**config.mk**
```make
export PLATFORM = sky130hd
export DESIGN_NAME = hazard_controller
export DESIGN_NICKNAME = d
export VERILOG_FILES = /design/src/rtl/mips_pipeline_pkg.sv /design/src/rtl/multdiv_busy_tracker.sv /design/src/rtl/hazard_controller.sv
export SDC_FILE = /design/constraint.sdc
export NUM_CORES = 1
export LEC_CHECK = 0
export ABC_AREA = 1
export CELL_PAD_IN_SITES_DETAIL_PLACEMENT = 1
export CELL_PAD_IN_SITES_GLOBAL_PLACEMENT = 1
export CORE_UTILIZATION = 25
export DETAILED_ROUTE_END_ITERATION = 7
export GPL_TIMING_DRIVEN = 0
export PLACE_DENSITY_LB_ADDON = 0.12
export SYNTH_ARGS = -nofsm -noshare
export SYNTH_HDL_FRONTEND = slang
export SYNTH_SLANG_ARGS = --single-unit
export TNS_END_PERCENT = 50
```
**constraint.sdc**
```tcl
create_clock -name clk -period 1.47 [get_ports clk]
set_input_delay 0.294 -clock clk [delete_from_list [all_inputs] [get_ports clk]]
set_output_delay 0.294 -clock clk [all_outputs]
set_load 0.02 [all_outputs]
```
**src/rtl/mips_pipeline_pkg.sv**
```systemverilog
// Shared types and constants for the 5-stage MIPS pipeline control logic.
package mips_pipeline_pkg;

  localparam logic [4:0] REG_ZERO = 5'd0;

  typedef enum logic [1:0] {
    FWD_REGFILE   = 2'b00,
    FWD_WRITEBACK = 2'b01,
    FWD_MEMORY    = 2'b10
  } forward_select_t;

  typedef enum logic [1:0] {
    MD_IDLE      = 2'b00,
    MD_MULT_BUSY = 2'b01,
    MD_DIV_BUSY  = 2'b10
  } multdiv_state_t;

  // True when a later stage writes a nonzero register that matches src.
  function automatic logic reg_match(input logic [4:0] src, input logic [4:0] dst,
                                     input logic we);
    return we && (dst != REG_ZERO) && (src == dst);
  endfunction

endpackage

```
**src/rtl/multdiv_busy_tracker.sv**
```systemverilog
// Tracks an in-flight multi-cycle mult/div and reports when HI/LO is not yet valid.
module multdiv_busy_tracker
  import mips_pipeline_pkg::*;
#(
  parameter int unsigned MULT_LATENCY = 4,
  parameter int unsigned DIV_LATENCY  = 32
) (
  input  logic clk,
  input  logic reset_n,
  input  logic start,
  input  logic is_div,
  output logic start_multicycle,
  output logic busy
);

  localparam logic [5:0] MULT_LOAD = 6'(MULT_LATENCY - 1);
  localparam logic [5:0] DIV_LOAD  = 6'(DIV_LATENCY - 1);

  multdiv_state_t state;
  logic [5:0]     count;

  // An issuing op needs tracking only when its result takes more than one cycle.
  always_comb begin
    start_multicycle = 1'b0;
    if (start) begin
      start_multicycle = is_div ? (DIV_LATENCY > 1) : (MULT_LATENCY > 1);
    end
  end

  assign busy = (state != MD_IDLE);

  // Busy FSM: the edge on which the counter reaches zero returns to idle, so
  // busy covers latency-1 cycles and the issue cycle itself makes up the rest.
  always_ff @(posedge clk or negedge reset_n) begin
    if (!reset_n) begin
      state <= MD_IDLE;
      count <= '0;
    end else begin
      case (state)
        MD_IDLE: begin
          if (start_multicycle) begin
            state <= is_div ? MD_DIV_BUSY : MD_MULT_BUSY;
            count <= is_div ? DIV_LOAD : MULT_LOAD;
          end
        end
        MD_MULT_BUSY, MD_DIV_BUSY: begin
          count <= count - 6'd1;
          if (count <= 6'd1) begin
            state <= MD_IDLE;
            count <= '0;
          end
        end
        default: begin
          state <= MD_IDLE;
          count <= '0;
        end
      endcase
    end
  end

endmodule

```
**src/rtl/hazard_controller.sv**
```systemverilog
// Pipeline hazard controller: stalls, bubble insertion and operand forwarding.
module hazard_controller
  import mips_pipeline_pkg::*;
#(
  parameter int unsigned MULT_LATENCY = 4,
  parameter int unsigned DIV_LATENCY  = 32
) (
  input  logic       clk,
  input  logic       reset_n,
  input  logic [4:0] rs_decode,
  input  logic [4:0] rt_decode,
  input  logic [4:0] rs_execute,
  input  logic [4:0] rt_execute,
  input  logic [4:0] write_register_execute,
  input  logic [4:0] write_register_memory,
  input  logic [4:0] write_register_writeback,
  input  logic       register_write_execute,
  input  logic       register_write_memory,
  input  logic       register_write_writeback,
  input  logic       memory_to_register_execute,
  input  logic       memory_to_register_memory,
  input  logic       branch_decode,
  input  logic       multdiv_start_execute,
  input  logic       multdiv_is_div_execute,
  input  logic       hilo_read_decode,
  input  logic       multdiv_decode,
  output logic       stall_fetch,
  output logic       stall_decode,
  output logic       flush_execute,
  output logic [1:0] forward_a_execute,
  output logic [1:0] forward_b_execute,
  output logic       forward_a_decode,
  output logic       forward_b_decode,
  output logic       multdiv_busy
);

  forward_select_t fwd_a_ex, fwd_b_ex;
  logic start_multicycle;
  logic load_use_stall, branch_stall, multdiv_stall, stall;

  multdiv_busy_tracker #(
    .MULT_LATENCY(MULT_LATENCY),
    .DIV_LATENCY (DIV_LATENCY)
  ) u_tracker (
    .clk             (clk),
    .reset_n         (reset_n),
    .start           (multdiv_start_execute),
    .is_div          (multdiv_is_div_execute),
    .start_multicycle(start_multicycle),
    .busy            (multdiv_busy)
  );

  // Execute-stage forwarding: memory stage wins over writeback.
  always_comb begin
    fwd_a_ex = FWD_REGFILE;
    fwd_b_ex = FWD_REGFILE;
    if (reg_match(rs_execute, write_register_memory, register_write_memory))
      fwd_a_ex = FWD_MEMORY;
    else if (reg_match(rs_execute, write_register_writeback, register_write_writeback))
      fwd_a_ex = FWD_WRITEBACK;
    if (reg_match(rt_execute, write_register_memory, register_write_memory))
      fwd_b_ex = FWD_MEMORY;
    else if (reg_match(rt_execute, write_register_writeback, register_write_writeback))
      fwd_b_ex = FWD_WRITEBACK;
  end

  assign forward_a_execute = fwd_a_ex;
  assign forward_b_execute = fwd_b_ex;
  assign forward_a_decode  = reg_match(rs_decode, write_register_memory, register_write_memory);
  assign forward_b_decode  = reg_match(rt_decode, write_register_memory, register_write_memory);

  // Stall causes are OR-ed so coincident hazards still cost a single bubble per cycle.
  always_comb begin
    load_use_stall = reg_match(rs_decode, write_register_execute, memory_to_register_execute) ||
                     reg_match(rt_decode, write_register_execute, memory_to_register_execute);
    branch_stall   = branch_decode &&
                     (reg_match(rs_decode, write_register_execute, register_write_execute) ||
                      reg_match(rt_decode, write_register_execute, register_write_execute) ||
                      reg_match(rs_decode, write_register_memory, memory_to_register_memory) ||
                      reg_match(rt_decode, write_register_memory, memory_to_register_memory));
    multdiv_stall  = (hilo_read_decode || multdiv_decode) && (multdiv_busy || start_multicycle);
    stall          = reset_n && (load_use_stall || branch_stall || multdiv_stall);
  end

  assign stall_fetch   = stall;
  assign stall_decode  = stall;
  assign flush_execute = stall;

endmodule

```
==> metrics.md <==
| Metric | Value |
|---|---|
| Number of port buffers | 52 |
| Min Tclk post-route | 1.87 ns |
| Core box area | 0.00475 mm² |
| CP max FO | 3 |
| Remaining antenna violation count | 0 |
| Pin count of the biggest net entering global routing | 10 |
| RR Endpoint | u_tracker.count[5]$_DFFE_PN0P_ |
| Worst-path cell chain | inv_2, ha_4, inv_4, nor2_4, inv_2, o21ai_2, nand3_1, nand2_1, inv_2, buf_6, buf_6 |
| Count leader, synth | nand2_1 |
| Mean routed wirelength per cell | 12.4 µm |
| PwrDens | 971 mW/mm² |
| Worst R2R Start | u_tracker.state[0]$_DFFE_PN0P_ |
| Worst vdd ir | 0.394 mV |
| Final GP Congestion | 0.782 |
| Skew-Pair Late Insertion Delay | 0.22 ns |
| Global route total overflow | 0 |
| Startpoint Class | register |
| Least-Margin Pin Slew | 0.444 ns |
| Kind of critical path | register to primary output |
| Top sig layer | met4 |
| DRT met1 WL | 1860 µm |
| Tightest Hold Check Type | input pin to async pin |
| Largest stage delay, worst path | 0.38 ns |
| Unique masters post-synth | 24 |
| H-tree depth | 1 |
| GRT Total Usage | 16.1% |
| Clock slew at reported path FFs | 0.04 ns |
| Post-synthesis area per instance | 6.27 µm² |
| Status | finished with violations |
| Register-to-Register Path Depth | 13 |
| XOR/XNOR Fraction of Synth Area | 20.4% |
| Setup slack, reg-to-reg | -0.39 ns |
| Metal3 WL | 164 µm |
| Adder-Cell Fraction of Synth Area | 4.03% |
| Share of post-route cells with drive strength above 1 | 39.3% |
| Final WS setup | -0.396 ns |
| WP depth | 11 |
| Worst Path Arrival | 1.57 ns |
| TritonCTS clock tree | done |
| Register area share after synthesis | 16.1% |
| Max-Cap Viols | 0 |
| Vias in the first global route | 1465 |
| Layout area overhead | 79.7% |
| Die extent in y | 72.5 µm |
| Simple-gate portion of the synthesized area | 38.4% |
| Final Cycle Share | 127% |
| Post-synthesis mux area share | 0% |
| Final Skew | 0.00186 ns |
| Violated checks | negative setup slack |
| Mapped Cells | 198 |
| Cell mode on critical path | inv_2 |
| First drt pass iteration count | 4 |
| Vias after detailed routing | 1489 |
| Clk buf depth | 2 |
| Iter 0 DRT Violations | 15 |
| Dpl cell area | 0.00186 mm² |
| DIE AREA | 0.00526 mm² |
| Design Area, Final | 0.00223 mm² |
| Wire length of the first global-routing pass | 6650 µm |
| Yosys reg bits | 8 |
| Die Wd | 72.5 µm |
| Post-Syn Area | 0.00124 mm² |
| Worst path bufs/invs | 6 |
| Post-DP HPWL | 3210 µm |
| Ys async rst share | 100% |
| Synth top cells by count | nand2_1 (62), inv_1 (30), nor2_1 (20), xnor2_1 (15), xor2_1 (14) |
| Top delay family on crit path | buffers and inverters |
| Largest family of logic cells by synthesized area | simple AND/OR/NAND/NOR gates |
| Setup tns final | -1.53 ns |
| RSZ-0062 raised after global routing | yes |
| Nets@finish | 325 |
| Slew Viols, Final | 0 |
| Leak Pwr | 1.13 nW |
| IO Pins | 57 |
| Endpoints failing setup | 7 |
| YS warnings | 0 |
| Diodes inserted | 0 |
| Area contributors post-synth | nand2_1 (19%), dfrtp_1 (16%), xnor2_1 (11%) |
| Root Buffer | clkbuf_8 |
| Final hold viol count | 0 |
| Maximum clock rate | 536 MHz |
| EDFF count, synth | 0 |
| Worst Setup End Kind | primary output |
| Met2 wire len | 2150 µm |
| Filler cells | 603 |
| Main synth FF type | dfrtp_1 |
| Initial Utilization | 26.1% |
| Area share of the largest cell type after synthesis | 18.7% |
| Clk sinks | 8 |
| Std cell rows | 25 |
| Via/cell ratio | 4.39 |
| Required @ worst endpoint | 1.18 ns |
| Total wire length | 4210 µm |
| Synthesized Nets | 249 |
| Initial antenna violation count | 0 |
| Residual DRC | 0 |
| TritonCTS Buffers | 3 |
| Yosys top cell by area | nand2_1 |
| CP max-delay cell | dfrtp_1 |
| Max-Slew Margin vs Limit | 70.3% |
| Compound-Gate Fraction of Synth Area | 7.15% |
-- per-stage QoR --
stage          hold WS (ns)  std cells  power, mW  util [%]  worst slack (ns)
5_1_grt               0.410        339       2.35      46.9            -0.481
2_1_floorplan      -0.00159        198       1.11         -            -0.144
6_report              0.385        339       2.17      46.9            -0.396
3_3_place_gp          0.522        317       1.47      39.1             -1.18
3_5_place_dp          0.542        317       1.50      39.1             -1.19
4_1_cts               0.401        333       2.00      44.9            -0.416
-- routing by layer --
metal  track usage (%)  vias up
li1                  -      756
met1              20.3      687
met2              29.5       42
met3              1.67        4
met4              3.27        0
met5                 0        -
-- final cells by class --
type | count | area [µm²] | share of cell area (%)
clock buffers | 3 | 41.3 | 1.85
multi-input cells | 151 | 1070 | 47.8
plain buffers | 6 | 85.1 | 3.81
flip-flops and latches | 8 | 200 | 8.97
repair buffers | 71 | 629 | 28.2
well taps | 67 | 83.8 | 3.76
inverters | 33 | 126 | 5.66
-- kinds of logic (layout without fill, tap and decap cells) --
logic type	Yosys count	in the layout
xor+xnor	29	29
compound gates	14	14
flops	8	8
simple gates	104	104
buf+inv	39	113
fa+ha+maj	4	4
-- report_power, final --
part | leakage, nW | switching, mW | internal (mW) | total (mW)
Clock | 0.0216 | 0.0780 | 0.177 | 0.255
Sequential | 0.100 | 0.103 | 0.324 | 0.427
Combinational | 1.01 | 0.748 | 0.738 | 1.49
-- how the worst max path moves through the flow --
| stage | slack, ns | from | endpoint |
|---|---|---|---|
| floorplan | -0.14 | u_tracker.state[1]$_DFFE_PN0P_ | stall_decode |
| global placement | -1.18 | write_register_memory[2] | stall_decode |
| detailed placement | -1.19 | write_register_memory[2] | stall_decode |
| CTS | -0.42 | u_tracker.state[0]$_DFFE_PN0P_ | stall_decode |
| global route | -0.48 | u_tracker.state[1]$_DFFE_PN0P_ | stall_decode |
| finish | -0.40 | u_tracker.state[0]$_DFFE_PN0P_ | stall_decode |
-- state kept, by name, summed over array words and instances, names as in the netlist --
signal	cells
u_tracker.count	6
u_tracker.state	2
-- placed cells by master (no fill, tap or decap), types with 3 or more instances in the layout --
cell             netlist  final
nand2_1               62     61
buf_4                  5     21
inv_1                 30     20
buf_6                  1     19
dlygate4sd2_1          0     15
nor2_1                20     13
inv_2                  3     12
xor2_1                14     10
clkdlybuf4s50_1        0      8
buf_2                  0      8
dfrtp_1                8      8
nor2_2                 2      7
xnor2_1               15      7
xnor2_2                0      6
o211ai_1               6      6
nand3_1                8      5
xor2_2                 0      4
nand3_2                1      4
buf_12                 0      3
nor3_1                 3      3
nor2_4                 1      3
clkbuf_8               0      3
-- what timing repair did --
item | CTS | global route
resized for setup | 194 | 19
hold buffers | 0 | 0
setup buffers | 14 | 7
pin swaps | 31 | 15
endpoints found under the hold margin | 0 | 0
endpoints found under the setup margin | 16 | 18
-- worst reg2reg max path, stage by stage (launching register included) --
cell and delay [ns]:
dfrtp_1 0.38, inv_2 0.09, ha_4 0.15, inv_4 0.04, nor2_4 0.11, inv_2 0.05, buf_4 0.13, buf_6 0.10
buf_4 0.12, buf_4 0.12, buf_4 0.12, buf_4 0.12, buf_4 0.12, o22ai_2 0.14
Note: power is estimated with default switching activity, not from simulation.
==> variant 1 (same settings) <==
Encoding of `multdiv_state_t`: now one-hot (3 bits for 3 states).
--- a/src/rtl/mips_pipeline_pkg.sv
+++ b/src/rtl/mips_pipeline_pkg.sv
@@ -11,6 +11,6 @@
 
-  typedef enum logic [1:0] {
-    MD_IDLE      = 2'b00,
-    MD_MULT_BUSY = 2'b01,
-    MD_DIV_BUSY  = 2'b10
+  typedef enum logic [2:0] {
+    MD_IDLE      = 3'b001,
+    MD_MULT_BUSY = 3'b010,
+    MD_DIV_BUSY  = 3'b100
   } multdiv_state_t;
Formal check against the unedited RTL: no difference found for any inputs over 10 cycles, from zero or initial values and one cycle with reset_n low; not proved beyond that.
==> variant 1 against the original RTL <==
- the flow still finishes with violations (setup timing)
- hold slack got worse by 0.38 ns
- wire length down 8.1%
- register-to-register slack improved by 0.48 ns
- sequential cell count is 1 higher
- final cell count down 3.5%
- worst setup slack improved by 0.094 ns
- power is 7.9% lower
- area after synthesis fell by 1.8%
- design area is 9.0% lower
==> variant 1: results (changes against the original RTL) <==
- Busiest grt layer: met2 (unchanged)
- H-tree levels: 1 (unchanged)
- Vias in the first global route: 1461 (was 1465)
- Global-route wire length before repair: 6.49 mm (was 6.65 mm)
- Crit path DAT: 1.48 ns (was 1.57 ns)
- Post-synth top cells: 51 x nand2_1, 30 x inv_1, 30 x nor2_1 (was 62 x nand2_1, 30 x inv_1, 20 x nor2_1)
- Top post-synthesis cells by area: dfrtp_1 16%, nand2_1 16%, xnor2_1 11% (was nand2_1 19%, dfrtp_1 16%, xnor2_1 11%)
- Layout cells sized above 1: 0.354 (was 0.393)
- Number of buffers created by CTS: 3 (unchanged)
- Cell Int Power: 1.14 mW (was 1.24 mW)
- GRT met1 Usage: 0.200 (was 0.203)
- Worst r2r src: u_tracker.count[2] (was u_tracker.state[0])
- Antenna diodes: 0 (unchanged)
- Maxcap violations: 0 (unchanged)
- Slew headroom: 0.675 (was 0.703)
- Class of the worst hold path: input port to async pin (unchanged)
- Reg2Reg Depth: 7 (was 13)
- DR pass1 iterations: 4 (unchanged)
- NumNets Final: 310 (was 325)
- Met3 GRT Util: 0.0239 (was 0.0167)
- Final WL: 3.87 mm (was 4.21 mm)
- Filler cells: 615 (was 603)
- Max Clock Skew: 0.00277 ns (was 0.00186 ns)
- Final setup fails: 6 (was 7)
- Clk root buf: clkbuf_8 (unchanged)
- Via count: 1414 (was 1489)
- Iter 0 DRT Violations: 23 (was 15)
- GR Util met2: 0.288 (was 0.295)
- Number of I/O port buffers: 52 (unchanged)
- Largest net degree at the start of global routing: 11 (was 10)
- Sequential-to-total area share from yosys stat: 0.186 (was 0.161)
- Post-synth ARST share: 1.00 (unchanged)
- Worst-Skew Late Latency: 0.23 ns
- Status: complete, but fails checks (unchanged)
- Clk pin slew, worst setup/hold paths: 0.05 ns
- Setup WS pre-CTS: -1.19 ns (about the same)
- Largest regs: u_tracker.count: 6 flops, u_tracker.state: 3 flops (was u_tracker.count: 6 flops, u_tracker.state: 2 flops)
- Failing checks: setup timing (unchanged)
- Final GP Congestion: 0.752 (was 0.782)
- Fin worst setup slack: -0.302 ns (was -0.396 ns)
- CP Launch Point: register_write_execute (was u_tracker.state[0])
- Synthesis Warnings: 0 (unchanged)
- Crit Path Max Fanout: 3 (unchanged)
- HPWL after detailed placement: 3.13 mm (was 3.21 mm)
- VDD IR max: 0.764 mV (was 0.394 mV)
- Leak Pwr: 1.06 nW (was 1.13 nW)
- Initial antenna violation count: 0 (unchanged)
- Syn nets: 247 (was 249)
- Clock Path Buffers: 2 (unchanged)
- Total track usage: 0.159 (was 0.161)
- Synth cell types: 27 (was 24)
## variant 1: cells by family (layout without fill, tap and decap cells)
| group | count (synthesis) | count (layout) | synth area share |
|---|---|---|---|
| buffers and inverters | 38 | 100 | 0.129 |
| xor gates and xnor gates | 29 | 29 | 0.208 |
| DFF | 9 | 9 | 0.186 |
| adders and majority gates | 2 | 2 | 0.0205 |
| and+or+nand+nor | 103 | 103 | 0.372 |
| AOI/OAI and AO/OA | 17 | 17 | 0.0841 |
## variant 1: power groups by stage
stage / clock network, mW / registers (mW) / logic [mW]
final: 0.292 / 0.460 / 1.24
after global routing: 0.312 / 0.480 / 1.38
after detailed placement: 0 / 0.456 / 1.11
after CTS: 0.301 / 0.459 / 1.19
after global placement: 0 / 0.452 / 1.09
after floorplan: 0 / 0.433 / 0.743
## variant 1: layout make-up
cell class              instances  area [sq um]  share of cell area
well taps                      67          83.8              0.0413
flip-flops and latches          9           226               0.111
clock buffers                   4          45.0              0.0222
repair buffers                 58           458               0.225
multi-input cells             151          1010               0.499
plain buffers                   6          85.1              0.0419
inverters                      32           120              0.0591
## variant 1: worst paths after layout
kind | slack (ns) | endpoint
worst max-delay path | -0.30 | stall_decode
worst min-delay path | 0.001 | u_tracker.count[4]
worst max register to register | 0.09 | u_tracker.state[2]
worst min register to register | 0.51 | u_tracker.count[1]
max in group asynchronous | 1.12 | u_tracker.state[0]
min in group clk | 0.51 | u_tracker.count[1]
## variant 1: what timing repair did
item / CTS / global route
pin swaps: 22 / 19
endpoints found under the setup margin: 10 / 15
buffers inserted: 5 / 1
resized for setup: 137 / 61
cloned: 0 / 0
## variant 1: critical path, stage by stage
cell and delay (ns):
clkdlybuf4s50_1 0.47, a21oi_2 0.05, o21bai_1 0.14, inv_1 0.05, nand2_1 0.05, nand3_1 0.07
nand2_1 0.06, inv_2 0.10, buf_6 0.09, buf_6 0.10
## variant 1: layer usage
layer  share of wire  routed length [um]
met1            0.46                1770
met2            0.49                1900
met3           0.041                 157
met5               0                   0
met4           0.010                  40
## variant 1: stage by stage
step	power, mW	instances	instance area, sq um	TNS [ns]	hold WS [ns]
2_1_floorplan	1.18	198	1320	-0.0722	-0.00159
3_3_place_gp	1.55	317	1930	-9.55	0.506
3_5_place_dp	1.56	317	1930	-9.39	0.505
4_1_cts	1.95	326	2010	-1.75	0.395
5_1_grt	2.17	327	2030	-1.64	0.0383
6_report	2.00	327	2030	-1.05	0.00100
==> variant 2 (same settings) <==
Without the edit above. The package constant `REG_ZERO` goes from 5'd0 to 5'd1.
--- a/src/rtl/mips_pipeline_pkg.sv
+++ b/src/rtl/mips_pipeline_pkg.sv
@@ -3,3 +3,3 @@
 
-  localparam logic [4:0] REG_ZERO = 5'd0;
+  localparam logic [4:0] REG_ZERO = 5'd1;
 
Check against the original RTL: not equivalent (Yosys sat finds a counterexample within 4 cycles, from zero or initial values and one cycle with reset_n low).
==> variant 2 against the original RTL <==
- synthesized cell count down 2.0%
- worst setup slack worse by 0.037 ns
- first-iteration DRC count up 130%
- critical path depth up 2
- combinational power down 5%
- area after synthesis down 2.3%
- utilization down 0.36 points
- sequential cell count unchanged
- power down 2.8%
- largest power group unchanged
- the run still ends with setup timing left
- via count down 0.67%
- design area down 6.0%
- wire length down 3.1%
==> variant 2: results (changes against the original RTL) <==
- Post-CTS sizing: 189 (was 194)
- Post-synthesis mux area share: 0 (unchanged)
- Total track usage: 0.164 (was 0.161)
- Slew headroom: 0.720 (was 0.703)
- Final GP Congestion: 0.787 (was 0.782)
- Post-synth top cells: 57 x nand2_1, 24 x inv_1, 24 x nor2_1 (was 62 x nand2_1, 30 x inv_1, 20 x nor2_1)
- Synth Area in XOR/XNOR: 0.216 (was 0.204)
- Status: complete, but fails checks (unchanged)
- Detail Route met2 WL: 2.10 mm (was 2.15 mm)
- HPWL after detailed placement: 3.00 mm (was 3.21 mm)
- Final WL: 4.08 mm (was 4.21 mm)
- Final setup fails: 7 (unchanged)
- Vias in the first global route: 1451 (was 1465)
- EDFF count, synth: 0 (unchanged)
- CP endpoint kind: flip-flop (was primary output)
- Top post-synthesis cells by area: nand2_1 18%, dfrtp_1 16%, xor2_1 12% (was nand2_1 19%, dfrtp_1 16%, xnor2_1 11%)
- Adder-cell area share of the yosys netlist: 0.0412 (was 0.0403)
- Failing checks: setup timing (unchanged)
- Compound-cell area share of the yosys netlist: 0.0866 (was 0.0715)
- Met3 GRT Util: 0.0239 (was 0.0167)
- Iter 0 DRT Violations: 34 (was 15)
- Fin worst setup slack: -0.433 ns (was -0.396 ns)
- Max Clock Skew: 0.000737 ns (was 0.00186 ns)
- Crit path DAT: 2.05 ns (was 1.57 ns)
- Synth cell types: 23 (was 24)
- Setup tns final: -1.71 ns (was -1.53 ns)
- Syn nets: 245 (was 249)
- Top Metal Used: met3 (was met4)
- Setup WS pre-CTS: -1.23 ns (was -1.19 ns)
- WL met3: 144 um (was 164 um)
- Wire per inst: 12.8 um (was 12.4 um)
- Leak Pwr: 1.07 nW (was 1.13 nW)
- Buffer count from post-CTS setup fixing: 17 (was 14)
- GRT met1 Usage: 0.220 (was 0.203)
- Worst r2r src: u_tracker.state[1] (was u_tracker.state[0])
- Global-route wire length before repair: 6.71 mm (was 6.65 mm)
[variant 2: changes by cell type after synthesis, moves of 2 or more]
cell | unedited run | this run
xnor2_1 | 15 | 13
xor2_1 | 14 | 17
a31oi_1 | 0 | 2
nor3_1 | 3 | 6
inv_2 | 3 | 6
nand2_1 | 62 | 57
inv_1 | 30 | 24
nor4_4 | 2 | 0
nor3_2 | 0 | 2
nor2_1 | 20 | 24
[variant 2: final cells by class]
| cell class | count | area [sq um] | area share |
|---|---|---|---|
| clock buffer | 3 | 41.3 | 0.0197 |
| inverter | 30 | 128 | 0.0608 |
| tap | 52 | 65.1 | 0.0310 |
| timing repair buffer | 71 | 607 | 0.289 |
| multi-input combinational | 150 | 965 | 0.460 |
| sequential | 8 | 200 | 0.0954 |
| buffer | 6 | 92.6 | 0.0441 |
[variant 2: cell families after synthesis]
kind of cell / Yosys count
DFF: 8
buffers and inverters: 36
xor gates and xnor gates: 30
AOI/OAI and AO/OA: 14
adders and majority gates: 4
and+or+nand+nor: 102
[variant 2: worst register-to-register path, cell delays in order, from the launching register on]
cell and delay (ns):
dfrtp_1 0.39, inv_2 0.09, ha_4 0.15, inv_4 0.04
nor2_4 0.11, inv_2 0.06, buf_4 0.13, buf_4 0.12
buf_4 0.12, buf_4 0.12, buf_4 0.12, buf_4 0.12
buf_4 0.12, o22ai_2 0.14
[variant 2: power by group through the flow]
stage | Sequential, mW | Combinational, mW | Clock, mW
3_5_place_dp | 0.417 | 1.06 | 0
3_3_place_gp | 0.414 | 1.04 | 0
6_report | 0.415 | 1.42 | 0.272
4_1_cts | 0.416 | 1.26 | 0.273
2_1_floorplan | 0.393 | 0.708 | 0
5_1_grt | 0.426 | 1.58 | 0.288
